<file path="config.mk">
export PLATFORM = sky130hd
export DESIGN_NAME = alu_iter_exec
export DESIGN_NICKNAME = d
export VERILOG_FILES = /design/src/rtl/alu_iter_exec.sv
export SDC_FILE = /design/constraint.sdc
export NUM_CORES = 1
export LEC_CHECK = 0
export ABC_CLOCK_PERIOD_IN_PS = 6950
export BUFFER_PORTS_ARGS = -buffer_cell sky130_fd_sc_hd__buf_2
export CAP_MARGIN = 20
export CORE_MARGIN = 10
export CORE_UTILIZATION = 40
export DETAILED_ROUTE_END_ITERATION = 7
export PLACE_DENSITY = 0.55
export SYNTH_ARGS = -nofsm -noshare
export SYNTH_HDL_FRONTEND = slang
export SYNTH_SLANG_ARGS = --single-unit
</file>
<file path="constraint.sdc">
create_clock -name clk -period 6.95 [get_ports clk]
set_input_delay 0.3475 -clock clk [delete_from_list [all_inputs] [get_ports clk]]
set_output_delay 0.3475 -clock clk [all_outputs]
set_load 0.005 [all_outputs]
</file>
<file path="src/rtl/alu_iter_exec.sv">
// Execute-stage ALU behind a valid/ready handshake. Shifts and rotates run one
// bit per cycle in a work register; every other op finishes at the accept edge.
module alu_iter_exec #(
  parameter int WIDTH   = 16,
  parameter int SHAMT_W = 4
) (
  input  logic             clk,
  input  logic             rst,
  input  logic             in_valid,
  output logic             in_ready,
  input  logic [3:0]       aluOp,
  input  logic [WIDTH-1:0] A,
  input  logic [WIDTH-1:0] B,
  input  logic             invA,
  input  logic             invB,
  input  logic             cin,
  output logic             out_valid,
  input  logic             out_ready,
  output logic [WIDTH-1:0] result,
  output logic             zero,
  output logic             ofl,
  output logic             err
);

  localparam logic [3:0] OP_RLL  = 4'b0000;
  localparam logic [3:0] OP_SLL  = 4'b0001;
  localparam logic [3:0] OP_SRA  = 4'b0010;
  localparam logic [3:0] OP_SRL  = 4'b0011;
  localparam logic [3:0] OP_ADD  = 4'b0100;
  localparam logic [3:0] OP_AND  = 4'b0101;
  localparam logic [3:0] OP_OR   = 4'b0110;
  localparam logic [3:0] OP_XOR  = 4'b0111;
  localparam logic [3:0] OP_SLBI = 4'b1000;
  localparam logic [3:0] OP_BTR  = 4'b1001;
  localparam logic [3:0] OP_RRL  = 4'b1010;

  typedef enum logic [1:0] {
    S_IDLE  = 2'd0,
    S_SHIFT = 2'd1,
    S_DONE  = 2'd2
  } state_t;

  state_t             r_state;
  logic [WIDTH-1:0]   r_result;
  logic               r_zero;
  logic               r_ofl;
  logic               r_err;
  logic               r_out_valid;
  logic [SHAMT_W-1:0] r_count;
  logic [WIDTH-1:0]   r_work;
  logic [3:0]         r_op;

  logic [WIDTH-1:0]   w_a;
  logic [WIDTH-1:0]   w_b;
  logic [WIDTH-1:0]   w_sum;
  logic [WIDTH-1:0]   w_btr;
  logic [WIDTH-1:0]   w_res;
  logic [WIDTH-1:0]   w_step;
  logic [SHAMT_W-1:0] w_shamt;
  logic               w_is_shift;
  logic               w_illegal;
  logic               w_ofl;

  assign w_a     = invA ? ~A : A;
  assign w_b     = invB ? ~B : B;
  // Shift amount always comes from the raw B operand, ignoring invB.
  assign w_shamt = B[SHAMT_W-1:0];
  assign w_sum   = w_a + w_b + {{(WIDTH-1){1'b0}}, cin};

  assign w_is_shift = (aluOp == OP_RLL) || (aluOp == OP_SLL) || (aluOp == OP_SRA) ||
                      (aluOp == OP_SRL) || (aluOp == OP_RRL);
  assign w_illegal  = (aluOp > OP_RRL);
  assign w_ofl      = (aluOp == OP_ADD) && (w_a[WIDTH-1] == w_b[WIDTH-1]) &&
                      (w_sum[WIDTH-1] != w_a[WIDTH-1]);

  genvar gi;
  generate
    for (gi = 0; gi < WIDTH; gi++) begin : g_btr
      assign w_btr[gi] = w_a[WIDTH-1-gi];
    end
  endgenerate

  // Single-cycle result; shift ops only land here when the amount is zero.
  always_comb begin
    w_res = '0;
    case (aluOp)
      OP_RLL, OP_SLL, OP_SRA, OP_SRL, OP_RRL: w_res = w_a;
      OP_ADD:  w_res = w_sum;
      OP_AND:  w_res = w_a & w_b;
      OP_OR:   w_res = w_a | w_b;
      OP_XOR:  w_res = w_a ^ w_b;
      OP_SLBI: w_res = {w_a[WIDTH-9:0], w_b[7:0]};
      OP_BTR:  w_res = w_btr;
      default: w_res = '0;
    endcase
  end

  always_comb begin
    w_step = r_work;
    case (r_op)
      OP_RLL:  w_step = {r_work[WIDTH-2:0], r_work[WIDTH-1]};
      OP_RRL:  w_step = {r_work[0], r_work[WIDTH-1:1]};
      OP_SLL:  w_step = {r_work[WIDTH-2:0], 1'b0};
      OP_SRL:  w_step = {1'b0, r_work[WIDTH-1:1]};
      OP_SRA:  w_step = {r_work[WIDTH-1], r_work[WIDTH-1:1]};
      default: w_step = r_work;
    endcase
  end

  always_ff @(posedge clk or posedge rst) begin
    if (rst) begin
      r_state     <= S_IDLE;
      r_result    <= '0;
      r_zero      <= 1'b0;
      r_ofl       <= 1'b0;
      r_err       <= 1'b0;
      r_out_valid <= 1'b0;
      r_count     <= '0;
      r_work      <= '0;
      r_op        <= '0;
    end else begin
      case (r_state)
        S_IDLE: begin
          if (in_valid) begin
            r_op  <= aluOp;
            r_err <= w_illegal;
            if (w_is_shift && (w_shamt != '0)) begin
              r_work  <= w_a;
              r_count <= w_shamt;
              r_ofl   <= 1'b0;
              r_state <= S_SHIFT;
            end else begin
              r_result    <= w_res;
              r_zero      <= (w_res == '0);
              r_ofl       <= w_ofl;
              r_out_valid <= 1'b1;
              r_state     <= S_DONE;
            end
          end
        end
        S_SHIFT: begin
          r_work  <= w_step;
          r_count <= r_count - SHAMT_W'(1);
          if (r_count == SHAMT_W'(1)) begin
            r_result    <= w_step;
            r_zero      <= (w_step == '0);
            r_out_valid <= 1'b1;
            r_state     <= S_DONE;
          end
        end
        S_DONE: begin
          if (out_ready) begin
            r_out_valid <= 1'b0;
            r_state     <= S_IDLE;
          end
        end
        default: r_state <= S_IDLE;
      endcase
    end
  end

  assign in_ready  = (r_state == S_IDLE) & ~rst;
  assign out_valid = r_out_valid;
  assign result    = r_result;
  assign zero      = r_zero;
  assign ofl       = r_ofl;
  assign err       = r_err;

endmodule
</file>
# Word-level counts from Yosys, hierarchy flattened
# Cells that the tools add are included.
dict set report totals {
  reg_bits 46
  out_inout_bits 21
  wordCells 94
}
dict set report classes {
  n_addsub 3
  magnitude_cmp 1
  n_eq_ne 24
  muxes 29
  bitwise_logic 7
  reduce_logical 21
}
# cell count
set ops {}
lappend ops {{16-bit 2-to-1 mux} 7}
lappend ops {{16-bit case mux with 7 select lines} 1}
lappend ops {{16-bit case mux with 5 select lines} 1}
lappend ops {{16-bit case mux with 2 select lines} 2}
lappend ops {{16-bit logical NOT} 2}
lappend ops {{16-bit inverter} 2}
lappend ops {{16-bit by 1-bit adder with 16-bit output} 1}
lappend ops {{16-bit adder} 1}
lappend ops {{16-bit AND} 1}
lappend ops {{4-bit by 2-bit equality test with 1-bit output, second input constant} 4}
lappend ops {{4-bit by 3-bit equality test with 1-bit output, second input constant} 4}
lappend ops {{4-bit equality test, second input constant} 4}
lappend ops {{16-bit OR} 1}
lappend ops {{16-bit XOR} 1}
lappend ops {{4-bit by 1-bit equality test with 1-bit output, second input constant} 3}
lappend ops {{2-bit != test, second input constant} 5}
lappend ops {{4-bit logical NOT} 2}
lappend ops {{1-bit 2-to-1 mux} 8}
lappend ops {{2-bit 2-to-1 mux} 4}
lappend ops {{4-bit 2-to-1 mux} 2}
lappend ops {{4-bit case mux with 2 select lines} 1}
lappend ops {{2-bit case mux with 3 select lines} 1}
lappend ops {{3-bit AND reduction} 2}
lappend ops {{5-bit AND reduction} 1}
lappend ops {{other kinds (19)} 24}

# Depth between registers and ports, before layout
dict set report depth {
  ltp_word 9
  mapped_depth 16
  depth_no_buf 15
}

# Worst setup path after synthesis
# OpenSTA, ideal clock, no wires.
dict set report synth_path {
  kind {input-to-reg}
  start {input invA}
  end {register r_zero, in the netlist zero}
  arrival_ns 3.561
  t_required_ns 6.846
  slack_ns 3.286
  cell_stages 16
  n_path_buf 1
  cell_sequence {buf_2 xor2_1 inv_1 ha_1 ha_1 a21o_1 ha_1 a2111oi_0 nor3_1 a211o_1 xor2_1 a211oi_1 nand4_1 nor4_1 nand3_1 o41ai_2}
}
dict set report synth_via {
  elab_chain_cells 8
  elab_cells_between_ends 11
  classes_between {add/sub: 2; mux: 5; bitwise: 3; reduce/logical: 1}
}
# item line
set synth_lines {}
lappend synth_lines {{from (decl)} 14} ;# input logic invA,
lappend synth_lines {{16-bit 2-to-1 mux *} 64} ;# assign w_a = invA ? ~A : A;
lappend synth_lines {{16-bit adder} 68} ;# assign w_sum = w_a + w_b + {{(WIDTH-1){1'b0}}, cin};
lappend synth_lines {{16-bit by 1-bit adder with 16-bit output} 68}
lappend synth_lines {{16-bit case mux with 7 select lines *} 86} ;# case (aluOp)
lappend synth_lines {{16-bit logical NOT *} 134} ;# r_zero <= (w_res == '0);
lappend synth_lines {{1-bit 2-to-1 mux *} 127} ;# if (w_is_shift && (w_shamt != '0)) begin
lappend synth_lines {{1-bit 2-to-1 mux *} 124} ;# if (in_valid) begin
lappend synth_lines {{1-bit case mux with 2 select lines *} 122} ;# case (r_state)
lappend synth_lines {{to (signal assigned)} 134}
lappend synth_lines {{to (signal assigned)} 146} ;# r_zero <= (w_step == '0);
lappend synth_lines {{to (decl)} 45} ;# logic r_zero;
# Mark *: on every way between the ends. The rest lies on a longest branch, timed or not. The select of a mux whose other input is x is not followed.
# A chain may end at the register's enable or synchronous reset.

# Final worst setup path
dict set report layout_path {
  start {input invB}
  end {register r_zero, in the netlist zero}
}
dict set report layout_via {
  elab_chain_cells 8
  elab_cells_between_ends 11
  classes_between {add/sub: 2; mux: 5; bitwise: 3; reduce/logical: 1}
}
# item line
set layout_lines {}
lappend layout_lines {{from (decl)} 15} ;# input logic invB,
lappend layout_lines {{16-bit 2-to-1 mux *} 65} ;# assign w_b = invB ? ~B : B;
lappend layout_lines {{16-bit adder} 68}
lappend layout_lines {{16-bit by 1-bit adder with 16-bit output} 68}
lappend layout_lines {{16-bit case mux with 7 select lines *} 86}
lappend layout_lines {{16-bit logical NOT *} 134}
lappend layout_lines {{1-bit 2-to-1 mux *} 127}
lappend layout_lines {{1-bit 2-to-1 mux *} 124}
lappend layout_lines {{1-bit case mux with 2 select lines *} 122}
# Marks and branches as above.

==> summary.txt <==
Drt
  – DRT iter0 DRCs: 400
  – DRC Markers: 0
  – Detailed-route vias per instance: approximately 6
  – Final antenna-violating net count: 0
  – DR vias: between 4k and 5k
  – WL per Instance: 21.2 um
  – Total Wirelength: about 17 mm
  – First-pass DRT Iterations: 5

Outcome
  – Status: completed

Critical path
  – Buf/Inv on CP: 3
  – Critical Path Most Common Cell: ha_1
  – Worst Path Arrival: 4.26 ns
  – Slowest CP cell: buf_2
  – Reg2Reg Setup Slack: around 4.2 ns
  – Worst Path Max Fanout: 16
  – Startpoint types: primary input
  – Crit path cell chain: buf_2, xor2_1, inv_1, ha_1, ha_1, a21o_1, ha_1, a2111oi_0, nor3_1, a211o_1, a21oi_1, o21ai_0, and4_1, nor3_1, inv_1, o41ai_2
  – Slowest cell delay on critical path: between 0.4 and 0.5 ns
  – WS Path Type: primary input to flip-flop
  – Cell family with most CP delay: compound AO/OA/AOI/OAI gates
  – RR Startpoint: r_op[1]$_DFFE_PP0P_
  – Worst path required time: just over 7 ns
  – Worst Reg2Reg Path Length in Cells: 8
  – Critical path endpoint category: flip-flop
  – Worst R2R End: zero$_DFFE_PP0P_

Power and ir drop
  – Leakage: approximately 2.5 nW
  – IR Drop Worst-Case VDD: between 0.2 and 0.25 mV
  – Power density cells: between 300 and 400 mW/mm^2
  – Total power: 0.00171 W

Global routing
  – GR Util met2: 0.336
  – Grt ovf: 0
  – GR peak layer: met2
  – Largest net degree at the start of global routing: 47
  – First-pass GRT wire length: approximately 26 mm
  – Grt met1 use: 0.258
  – Met3 usage: 0.0158
  – Initial antenna violation count: 0
  – Vias in the first global route: approximately 4.6k
  – Global router's overall resource usage: 0.202

Logic synthesis
  – Post-synth EDFFs: 0
  – Synth cell types: slightly above 60
  – Share of the synthesized area in the top cell type: 0.253
  – Post-synthesis async set-or-reset flop share: 1.00
  – Mean post-synth cell area: approximately 7.6 um^2
  – Post-Syn Nets: slightly below 700
  – Yosys warning count: 0
  – Syn Inst Count: 600
  – Sequential area share after synthesis: 0.253
  – Area leader, netlist: dfrtp_1
  – Yosys reg bits: 46
  – Synth Cell Area: between 0.004 and 0.005 mm^2
  – Synth Flop Type: dfrtp_1
  – Synth area leaders: dfrtp_1 25%, ha_1 9.4%, o21ai_0 6.6%

Clocking
  – CTS tree: yes
  – Sink Count: 46
  – Postcts setup bufs: 0
  – Htree depth: 2
  – CTS buffer count: 5
  – Clk root buf: clkbuf_16
  – Reg clk slew, reported paths: 0.07 ns
  – Clk Latency, worst-skew pair: approximately 0.30 ns
  – Worst-case clock buffer depth: 2

Die
  – Die Y: ~130 um
  – Rows: 38
  – Initial Util: 0.414
  – Core Box Area: between 0.01 and 0.015 mm^2
  – Die area: about 0.016 mm^2
  – Die width: ~130 um
  – Ports: 64

Placed design
  – DP HPWL: 12.9 mm
  – GPL Wtd Cong: between 0.9 and 1
  – Input/output buffers: 63

Worst hold path
  – Hold Crit Start: out_ready
  – Min-Delay Endpoint: r_state[1]$_DFFE_PP0P_
  – Type of the worst min-delay path: primary input to flip-flop
  – Worst hold path depth: 2

STA
  – Tightest Pin Transition: roughly 0.76 ns
  – Max Slew Vio Count: 0
  – Final hold violation count: 0
  – Slew HR: 0.489
  – Min Clock Period, post-route: between 4 and 5 ns
  – RSZ-0062 raised after global routing: no
  – Fmax: 0.246 GHz
  – Final Skew: 0.00685 ns
  – Final period utilization: 0.585
  – Setup TNS: 0 ns
  – Endpoints failing setup: 0

Layout
  – # fillers: around 1.1k
  – Layout cells sized above 1: 0.147
  – Antenna cells: 0
  – Most frequent cells in the layout: 74 x nand2_1, 63 x buf_2, 60 x o21ai_0
  – Most common cell after layout, fill and taps aside: nand2_1
  – Final nets: about 720
  – Layout area overhead: 13.4%

Job
  – Max-cap violations: 0
## power breakdown
group	switching, W	internal, W	total (W)	leakage [nW]
Clock	0.000108	0.000132	0.000240	0.0629
Sequential	0.000128	0.000390	0.000518	0.571
Combinational	0.000592	0.000358	0.000950	1.83
## cell type report
| cell class | instances | area, um^2 | share of cell area |
|---|---|---|---|
| Multi-Input combinational cell | 471 | 3090 | 0.599 |
| Inverter | 46 | 173 | 0.0335 |
| Clock buffer | 6 | 129 | 0.0250 |
| Sequential cell | 46 | 1150 | 0.223 |
| Timing Repair Buffer | 77 | 435 | 0.0844 |
| Clock inverter | 1 | 7.51 | 0.00145 |
| Tap cell | 140 | 175 | 0.0339 |
## worst max path at each step
stage | from | end | slack (ns) | depth (start not counted)
CTS | invB | zero$_DFFE_PP0P_ | 2.88 | 16
global route | invA | zero$_DFFE_PP0P_ | 2.64 | 16
floorplan | invA | zero$_DFFE_PP0P_ | 3.29 | 16
detailed placement | invB | zero$_DFFE_PP0P_ | 2.58 | 16
finish | invB | zero$_DFFE_PP0P_ | 2.88 | 16
global placement | invB | zero$_DFFE_PP0P_ | 2.74 | 16
## logic make-up after synthesis
logic type                 synth area share
DFF                                   0.253
buffers and inverters                0.0704
xor gates and xnor gates             0.0828
adders and majority gates            0.0935
muxes                                0.0314
and+or+nand+nor                       0.176
AOI/OAI and AO/OA                     0.293
## timing repair
| action | CTS | global route |
|---|---|---|
| endpoints found under the setup margin | 0 | 0 |
| hold buffers | 0 | 1 |
| gates resized for setup | 0 | 0 |
| endpoints found under the hold margin | 0 | 5 |
## metal layers
layer / wire length (um) / vias to the layer above
met1: 7040 / 2241
met4: 637 / 0
li1: - / 2252
met5: 0 / -
met3: 828 / 34
met2: 8160 / 194
## per-stage QoR
stage	instances	setup slack [ns]	util	hold WS (ns)	area, um^2
6_report	787	2.88	0.470	0.257	5160
5_1_grt	787	2.64	0.470	0.255	5160
4_1_cts	785	2.88	0.467	0.251	5130
3_5_place_dp	778	2.58	0.455	0.468	4990
3_3_place_gp	778	2.74	0.455	0.461	4990
2_1_floorplan	600	3.29	-	0.455	4550
## synthesized netlist by cell type (4+ instances only)
cell      number
clkbuf_1      33
nor2_1        45
nor3_1        10
nor4_1         5
a211oi_1      12
a21oi_1       37
o22ai_1       20
nand2_1       74
inv_1         45
nand2b_1       5
xnor2_1       11
o21ai_1        6
a22oi_1       16
xor2_1        32
ha_1          34
nand3_1        9
o221ai_1       4
a21o_1        11
mux2i_1       12
o21ai_0       60
o31ai_1        6
nand4_1        6
dfrtp_1       46
a222oi_1       5
## state kept, by name (all words and copies together), names as in the netlist
name / count
zero: 1
r_state: 2
r_op: 4
r_count: 4
r_work: 16
out_valid: 1
result: 16
err: 1
ofl: 1
No activity file was read; power rests on OpenSTA's default activity.
